$ cat src/rtl/mod_dma_copy.sv
// mod_dma_copy: word-copy DMA engine that drives the RAM data port.
// Each word is read (address cycle + capture cycle) and then written,
// strictly in ascending order. Every output is a register, loaded from
// the next-state decode, so nothing seen outside the block can glitch.
module mod_dma_copy #(
  parameter int CNT_W = 16
) (
  input  logic             clk,
  input  logic             rst_n,
  input  logic             start,
  input  logic             abort,
  input  logic [31:0]      src,
  input  logic [31:0]      dst,
  input  logic [CNT_W-1:0] count,
  output logic             busy,
  output logic             done,
  output logic             err,
  output logic [CNT_W-1:0] remaining,
  output logic             m_de,
  output logic             m_drw,
  output logic [31:0]      m_daddr,
  output logic [31:0]      m_din,
  input  logic [31:0]      m_dout
);

  typedef enum logic [2:0] {
    S_IDLE,
    S_RD_ADDR,
    S_RD_DATA,
    S_WR,
    S_FIN
  } state_t;

  state_t state, state_next;

  logic [31:0]      sptr, sptr_next;
  logic [31:0]      dptr, dptr_next;
  logic [31:0]      data_buf, buf_next;
  logic [CNT_W-1:0] rem_next;
  logic             err_flag, err_next;

  logic             busy_d, done_d, err_d, de_d, drw_d;
  logic [31:0]      addr_d, din_d;

  // State and datapath registers; reset returns everything to an idle, zeroed engine.
  always_ff @(posedge clk or negedge rst_n) begin
    if (!rst_n) begin
      state     <= S_IDLE;
      sptr      <= '0;
      dptr      <= '0;
      data_buf  <= '0;
      remaining <= '0;
      err_flag  <= 1'b0;
    end else begin
      state     <= state_next;
      sptr      <= sptr_next;
      dptr      <= dptr_next;
      data_buf  <= buf_next;
      remaining <= rem_next;
      err_flag  <= err_flag_next_or_hold(err_next);
    end
  end

  function automatic logic err_flag_next_or_hold(input logic e);
    return e;
  endfunction

  // Next-state and datapath updates; a WR cycle always commits, even when aborted.
  always_comb begin
    state_next = state;
    sptr_next  = sptr;
    dptr_next  = dptr;
    buf_next   = data_buf;
    rem_next   = remaining;
    err_next   = err_flag;
    case (state)
      S_IDLE: begin
        if (start) begin
          sptr_next = src;
          dptr_next = dst;
          rem_next  = count;
          err_next  = 1'b0;
          if ((src[1:0] != 2'b00) || (dst[1:0] != 2'b00)) begin
            err_next   = 1'b1;
            state_next = S_FIN;
          end else if (count == '0) begin
            state_next = S_FIN;
          end else begin
            state_next = S_RD_ADDR;
          end
        end
      end
      S_RD_ADDR: begin
        state_next = abort ? S_IDLE : S_RD_DATA;
      end
      S_RD_DATA: begin
        buf_next   = m_dout;
        state_next = abort ? S_IDLE : S_WR;
      end
      S_WR: begin
        sptr_next = sptr + 32'd4;
        dptr_next = dptr + 32'd4;
        rem_next  = remaining - CNT_W'(1);
        if (abort) begin
          state_next = S_IDLE;
        end else if (remaining == CNT_W'(1)) begin
          state_next = S_FIN;
        end else begin
          state_next = S_RD_ADDR;
        end
      end
      S_FIN: begin
        state_next = S_IDLE;
      end
      default: begin
        state_next = S_IDLE;
      end
    endcase
  end

  // Output values for the coming cycle, decoded from the state being entered.
  always_comb begin
    busy_d = 1'b0;
    done_d = 1'b0;
    err_d  = 1'b0;
    de_d   = 1'b0;
    drw_d  = 1'b0;
    addr_d = '0;
    din_d  = '0;
    case (state_next)
      S_RD_ADDR, S_RD_DATA: begin
        busy_d = 1'b1;
        de_d   = 1'b1;
        addr_d = sptr_next;
      end
      S_WR: begin
        busy_d = 1'b1;
        de_d   = 1'b1;
        drw_d  = 1'b1;
        addr_d = dptr_next;
        din_d  = buf_next;
      end
      S_FIN: begin
        done_d = 1'b1;
        err_d  = err_next;
      end
      default: begin
        busy_d = 1'b0;
      end
    endcase
  end

  // Output registers; they line up exactly with the state register.
  always_ff @(posedge clk or negedge rst_n) begin
    if (!rst_n) begin
      busy    <= 1'b0;
      done    <= 1'b0;
      err     <= 1'b0;
      m_de    <= 1'b0;
      m_drw   <= 1'b0;
      m_daddr <= '0;
      m_din   <= '0;
    end else begin
      busy    <= busy_d;
      done    <= done_d;
      err     <= err_d;
      m_de    <= de_d;
      m_drw   <= drw_d;
      m_daddr <= addr_d;
      m_din   <= din_d;
    end
  end

endmodule

$ cat config.mk
export PLATFORM = sky130hd
export DESIGN_NAME = mod_dma_copy
export DESIGN_NICKNAME = d
export VERILOG_FILES = /design/src/rtl/mod_dma_copy.sv
export SDC_FILE = /design/constraint.sdc
export NUM_CORES = 1
export LEC_CHECK = 0
export CELL_PAD_IN_SITES_DETAIL_PLACEMENT = 1
export CELL_PAD_IN_SITES_GLOBAL_PLACEMENT = 1
export CORE_UTILIZATION = 23
export DETAILED_ROUTE_END_ITERATION = 16
export PLACE_DENSITY_LB_ADDON = 0.1
export SYNTH_ARGS = -nofsm -noshare
export SYNTH_HDL_FRONTEND = slang
export SYNTH_SLANG_ARGS = --single-unit
$ cat constraint.sdc
create_clock -name clk -period 3.22 [get_ports clk]
set_clock_uncertainty 0.1 [all_clocks]
set_input_delay 0.644 -clock clk [delete_from_list [all_inputs] [get_ports clk]]
set_output_delay 0.644 -clock clk [all_outputs]
set_load 0.01 [all_outputs]
== Word level (Yosys, flattened, before mapping) ==
Index checks and enable logic that the tools add are counted.
Storage, ports and cells
  register bits after elaboration: 184
  bits in latches: 0
  bits in writable memories: 0
  bits in read-only memories: 0
  input bits: 116
  word-level logic and storage cells: 57
  memories: 0
Operators by class
  add/sub/neg operators: 3
  $mul: 0
  div/mod/pow operators: 0
  magnitude comparators: 0
  equality and inequality tests: 9
  shift-type cells: 0
  multiplexer cells: 24
  bitwise gates (word level): 0
  reductions and logical operators: 9
Operators with widths (count)
  32-bit one-hot mux with 2 select lines: 3
  32-bit two-way mux: 4
  32-bit by 3-bit adder with 32-bit output (second input constant): 2
  16-bit one-hot mux with 2 select lines: 1
  16-bit by 1-bit equality test with 1-bit output (second input constant): 1
  16-bit logical NOT: 1
  16-bit two-way mux: 1
  16-bit by 1-bit subtractor with 16-bit output (second input constant): 1
  3-bit two-way mux: 5
  3-bit by 2-bit equality test with 1-bit output (second input constant): 4
  3-bit one-hot mux with 4 select lines: 1
  1-bit two-way mux: 7
  3-bit by 1-bit equality test with 1-bit output (second input constant): 2
  2-bit nonzero test: 3
  2-bit two-way mux: 2
  3-bit equality test (second input constant): 1
  3-bit logical NOT: 1
  3-bit OR reduction: 1
  2-bit != test (second input constant): 1
  2-bit AND reduction: 1
  2-bit OR reduction: 1
  1-bit logical OR: 1

== Longest topological paths before layout ==
Gate-level depths: netlist of the first run.
  word-level depth: 8
  depth in mapped cells: 10
  depth with buffers taken out: 9

== Worst setup path after synthesis of the first run ==
No wires, ideal clock.
  kind: input-to-reg
  start: in start
  end: reg m_daddr[29]
  setup time: 121 ps
  arrival time: 2072 ps
  required time: 2999 ps
  path slack: 927 ps
  stages: 7
  cells stage by stage: buf_2 > or4b_4 > nand2_4 > and3_1 > a31oi_1 > a211o_1 > a22o_1
RTL lines
  from (decl): line 10  | input logic start,
  32-bit two-way mux: line 78  | if (start) begin
  32-bit one-hot mux with 2 select lines: line 76  | case (state)
  net dptr_next[29]: line 37  | logic [31:0] dptr, dptr_next;
  32-bit one-hot mux with 2 select lines: line 130  | case (state_next)
  net addr_d[29]: line 43  | logic [31:0] addr_d, din_d;
  to (signal assigned): line 169  | m_daddr <= addr_d;
  to (decl): line 21  | output logic [31:0] m_daddr,
The timed path passes the listed nets, and every way through them passes these cells.
A chain may end at the register's enable or synchronous reset.

== Worst setup path after layout of the first run ==
  start: reg state[1]
  end: reg remaining[9]
On the way
  longest elaborated chain between the ends: 3
Ends and longest elaborated chain
  from (decl): line 34  | state_t state, state_next;
  from (signal assigned): line 55  | state <= state_next;
  3-bit by 2-bit equality test with 1-bit output or 3-bit logical NOT (tied branches): line 76
  2-bit nonzero test (no line) or 2-bit != test (tied branches)
  2-bit AND reduction (no line)
  to (signal assigned): line 59  | remaining <= rem_next;
  to (decl): line 18  | output logic [CNT_W-1:0] remaining,
Several ways; a longest one is shown, not always the timed one.

==> results of run 1 <==
[registers in the layout, indices dropped and copies added (netlist names)]
signal and count:
sptr 32, m_de 1, data_buf 32, dptr 32, err_flag 1, state 3
m_drw 1, remaining 16, done 1, m_daddr 32, m_din 32, err 1
[routing by layer]
metal  vias up  track usage [%]  wire length (µm)  part of all wire, %
met5         -                0                 0                    0
met4         0             4.99               534                  1.6
met3        25             3.40              1270                  3.9
met2       162             28.4             15200                   46
met1      3784             23.9             15700                   48
li1       3516                -                 -                    -
[how the worst min path moves through the flow]
stage | from | to | cells past startpoint
global placement | sptr[0] | sptr[0] | 2
finish | rst_n | m_din[24] | 1
floorplan | rst_n | data_buf[0] | 0
detailed placement | sptr[0] | sptr[0] | 2
global route | rst_n | m_din[25] | 1
CTS | rst_n | data_buf[25] | 1
[cells in the final DEF, fill, tap and decap left out, types with 4 or more instances in the layout]
| cell | count |
|---|---|
| nor4_1 | 15 |
| dfrtp_1 | 184 |
| a311oi_1 | 4 |
| a22o_1 | 8 |
| mux2_2 | 35 |
| o311ai_0 | 12 |
| inv_6 | 5 |
| inv_1 | 9 |
| a31oi_1 | 7 |
| clkbuf_16 | 17 |
| a21oi_1 | 24 |
| clkdlybuf4s50_1 | 199 |
| nor3b_1 | 4 |
| a22oi_1 | 7 |
| a221o_1 | 14 |
| nor2_1 | 62 |
| o311ai_1 | 6 |
| nor3_1 | 17 |
| ha_1 | 4 |
| a41oi_1 | 4 |
| nand3_1 | 40 |
| or3_1 | 5 |
| nand2_1 | 106 |
| and4_1 | 11 |
| and3_1 | 9 |
| buf_12 | 5 |
| o211ai_1 | 21 |
| o21ai_0 | 34 |
| nand4_1 | 21 |
| a21o_1 | 9 |
| o22ai_1 | 4 |
| buf_4 | 51 |
| and2_1 | 44 |
[power by group]
group / switching [mW] / total [mW] / internal, mW
clock network: 1.02 / 2.19 / 1.17
logic: 0.560 / 1.13 / 0.572
registers: 0.285 / 2.93 / 2.65
total: 1.87 / 6.26 / 4.39
[cells by family after synthesis]
kind of cell / after synthesis / share of synthesized area, %
and+or+nand+nor: 366 / 22.7
DFF: 184 / 53.4
AOI/OAI and AO/OA: 179 / 15.0
buffers and inverters: 59 / 3.38
muxes: 35 / 4.57
adders and majority gates: 4 / 0.581
xor gates and xnor gates: 3 / 0.305
[through the flow]
stage	area, µm²	hold WS (ps)	power (mW)	cells	utilization [%]
final	12000	70.2	6.26	1538	32.8
after global routing	12000	99.7	6.62	1537	32.8
after CTS	12000	92.5	6.37	1537	32.8
after detailed placement	11400	364	4.13	1505	31.2
after global placement	11400	367	4.12	1505	31.2
after floorplan	8620	248	3.50	830	-
[layout make-up]
class                           instances  area, µm²
Antenna cell                            1       2.50
Clock buffer                           18        429
Clock inverter                         14        163
Fill cell                            4108      24700
Inverter                               10       37.5
Multi-Input combinational cell        587       3730
Sequential cell                       184       4600
Tap cell                              468        586
Timing Repair Buffer                  256       2490
==> results.toml, run 1 <==
[finish]
final_nets = 1176
syn2layout_area_growth_pct = 39.7
drive_gt1_share_pct = 13.8

[critical_path]
crit_path_max_fanout = 14
reg2reg_depth = 8
worstPathRequired_ps = 3450
cp-end-kind = "flip-flop"
crit_start = "state[1]"
r2r-end = "remaining[9]"
start_kind = "flip-flop"
crit_slowest_cell = "and3b_1"
max_stage_delay_ps = 530
crit_type = "reg -> reg"
crit_path_cell_trace = "buf_4, and3b_1, buf_4, nand2_1, nor3b_1, or2_2, nand2_1, a221o_1"
worst-path-stages = 8
arrival_ps = 2900
cp-endpoint = "remaining[9]"
cp_top_family = "simple AND/OR/NAND/NOR gates"
worst-r2r-setup-slack_ps = 550
path_buf_inv = 2
rr_startpoint = "state[1]"

[global_routing]
antenna_found_initial = 3
grt_use_total_pct = 17.6
grt_pass1_wl_um = 50300
grt_overflow = 0
grt_pass1_vias = 7982
grt_max_degree = 64

[synth]
synth_top_cell_by_area = "dfrtp_1"
yosysWarningCount = 0
synth_edf_count = 0
yosys-top-cells-count = "dfrtp_1, nand2_1, nor2_1"
synth_area_leaders = "dfrtp_1, nand2_1, mux2_2, and2_1, nor2_1"
ys_seq_elements = 184
synthCells = 830
syn_area_mm2 = 0.00862
synth.most_common_cell = "dfrtp_1"
ys_seq_area_share_pct = 53.4
ys_async_sr_fraction_pct = 100
synth_flop_cell = "dfrtp_1"
synth_top_area_share_pct = 53.4
synthesis.nets = 950
yosysUniqueCellTypes = 75
syn_avg_cell_area_um2 = 10.4

[flow_run]
cap_violations = 0

[sta]
grt_setup_unrepaired = "no"
period_share_pct = 82.8
hold_violations = 0
max_freq_ghz = 0.375
drv_slew = 0
setup_viol = 0
min_period_ps = 2670
setup_slack_ps = 554
tightest_slew_ps = 686
slew_headroom_pct = 54.1
setup_tns_ps = 0

[clock_tree]
cts_root_buffer = "clkbuf_16"
insertion_delay_ps = 460
post-cts-setup-buffers = 0
clk_pin_slew_ps = 70
htreeDepth = 4
ctsLongestPathBuffers = 2
cts_tree = "yes"
cts_num_sinks = 184
cts_resized = 0
cts_inserted_buffers = 17
cts_hold_buf = 0

[floorplanning]
dieArea_mm2 = 0.0382
start_util_pct = 23.5
core_area_mm2 = 0.0367
fp.dieW_um = 196
fp-row-count = 70
ioPinCount = 201
die-height_um = 196

[routing]
wirelength_um = 32700
ant_nets = 0
drt_first_pass_iters = 4
drt_drc_violations_left = 0
vias_per_cell = 4.87
drtIter0Drc = 318
num_vias = 7487
wire_per_inst_um = 21.2

[pwr]
cellLeakagePower_nw = 5.10
ir_drop_mv = 0.404
power_density_mw_per_mm2 = 520

[placement]
hpwl_um = 24100
post-place-ws_ps = 48.3
gp_congestion = 0.787
io_buffers = 200

[status]
status = "finished, final reports clean"

[min_path]
hold_path.class = "in -> async"
Note: power is estimated with default switching activity, not from simulation.
==> inputs of run 2 (changes only) <==
clock period = 2.7 ns   (was 3.22 ns; I/O delays follow)
==> run 2 against run 1 <==
Effect of this change: via count rose by 0.88%; cell count increased by 1.8%; non-clock buffer count increased by 29; global-route usage decreased by 0.23 points; wire length down 0.73%; register-to-register slack got worse by 340 ps; highest routed layer unchanged.
==> results.toml, run 2 (synthesized netlist as in run 1, its figures left out) <==
[status]
status = "finished, final reports clean"

[finish]
final_nets = 1205
fin_util_pct = 33.5
diodes = 0
layout_common_cells = "clkdlybuf4s50_1, dfrtp_1, nand2_1"
final_cell_area_mm2 = 0.0123
num-fill-cells = 4116
final_common_cell = "clkdlybuf4s50_1"
drive_gt1_share_pct = 15.9
syn2layout_area_growth_pct = 42.5

[clock_tree]
cts_inserted_buffers = 17
clk_pin_slew_ps = 70
cts_num_sinks = 184
insertion_delay_ps = 440
cts_root_buffer = "clkbuf_16"
htreeDepth = 4
post-cts-setup-buffers = 0
ctsLongestPathBuffers = 2
cts_tree = "yes"

[min_path]
worstHoldEndpoint = "sptr[0]"
hold_path_depth = 2
hold_path.class = "reg -> reg"
min_from = "sptr[0]"

[placement]
hpwl_um = 23700
place_area_mm2 = 0.0117
io_buffers = 200
post-place-ws_ps = -275
gp_congestion = 0.770

[pwr]
power_density_mw_per_mm2 = 600
cellLeakagePower_nw = 5.23
ir_drop_mv = 0.420
power_mw = 7.37

[global_routing]
grt_overflow = 0
grt_pass1_wl_um = 50000
grt_max_degree = 73
met1_usage_pct = 24.3
grt_use_total_pct = 17.4
antenna_found_initial = 0
grtUsageMet2_pct = 28.0
grt.met3_usage_pct = 2.87
grt_pass1_vias = 8077
top_usage_layer = "met2"

[routing]
drt_drc_violations_left = 0
wirelength_um = 32400
vias_per_cell = 4.82
ant_nets = 0
num_vias = 7553
drtIter0Drc = 330
drt_first_pass_iters = 4
wire_per_inst_um = 20.7

[sta]
grt_setup_unrepaired = "no"
period_share_pct = 92.1
worst_hold_slack_ps = 388
setup_viol = 0
hold_violations = 0
setup_slack_ps = 212
slew_headroom_pct = 60.8
min_period_ps = 2490
drv_slew = 0
max_freq_ghz = 0.402
tightest_slew_ps = 583

[critical_path]
reg2reg_depth = 11
start_kind = "flip-flop"
cp-end-kind = "flip-flop"
worstPathRequired_ps = 2930
rr_startpoint = "remaining[1]"
arrival_ps = 2720
crit_type = "reg -> reg"
worst-r2r-setup-slack_ps = 210
crit_path_max_fanout = 8
r2r-end = "m_daddr[6]"

[floorplanning]
dieArea_mm2 = 0.0382
ioPinCount = 201
fp-row-count = 70
die-height_um = 196
start_util_pct = 23.5
core_area_mm2 = 0.0367
fp.dieW_um = 196

[flow_run]
cap_violations = 0
==> run 2: worst max path at each step <==
stage | startpoint | end | slack, ps | depth (start not counted)
5_1_grt | remaining[1] | m_daddr[6] | 30 | 11
6_report | remaining[1] | m_daddr[6] | 210 | 11
3_3_place_gp | count[3] | m_daddr[10] | -320 | 11
4_1_cts | remaining[1] | m_daddr[6] | 160 | 11
2_1_floorplan | start | m_daddr[29] | 510 | 7
3_5_place_dp | count[3] | m_daddr[6] | -280 | 11
==> run 2: worst max-delay path: stages (launching register included) <==
cell and delay (ps):
dfrtp_1 420, inv_1 110, ha_1 190, nor4bb_2 260
nand4_2 170, a32o_1 310, nor2_2 240, inv_1 90
buf_4 180, buf_12 140, a21oi_1 120, nor2_1 60
==> run 2: layout make-up <==
cell class                      instances  area, µm²  area share (%)
Sequential cell                       184       4600            37.5
Multi-Input combinational cell        587       3740            30.4
Timing Repair Buffer                  285       2760            22.5
Tap cell                              468        586            4.77
Clock buffer                           23        488            3.97
Clock inverter                          9       65.1           0.530
Inverter                               10       37.5           0.306
==> run 2: what timing repair did <==
item                                    4_1_cts  5_1_grt
gates resized for setup                       0        1
hold buffers                                  1        0
endpoints found under the hold margin        33        0
endpoints found under the setup margin        0        3
==> run 2: per-layer routing <==
layer | part of all wire (%) | up-vias
li1 | - | 3554
met1 | 49 | 3801
met2 | 46 | 179
met3 | 3.7 | 19
met4 | 1.0 | 0
met5 | 0 | -
==> run 2: report_power, final <==
part | switching (mW) | internal (mW)
Combinational | 0.705 | 0.738
Sequential | 0.316 | 3.16
Clock | 1.16 | 1.28
Total | 2.19 | 5.18
==> run 2: through the flow <==
step           std cells  TNS, ps
6_report            1566        0
5_1_grt             1566        0
4_1_cts             1566        0
3_5_place_dp        1533    -5330
3_3_place_gp        1533    -6810
2_1_floorplan        830        0
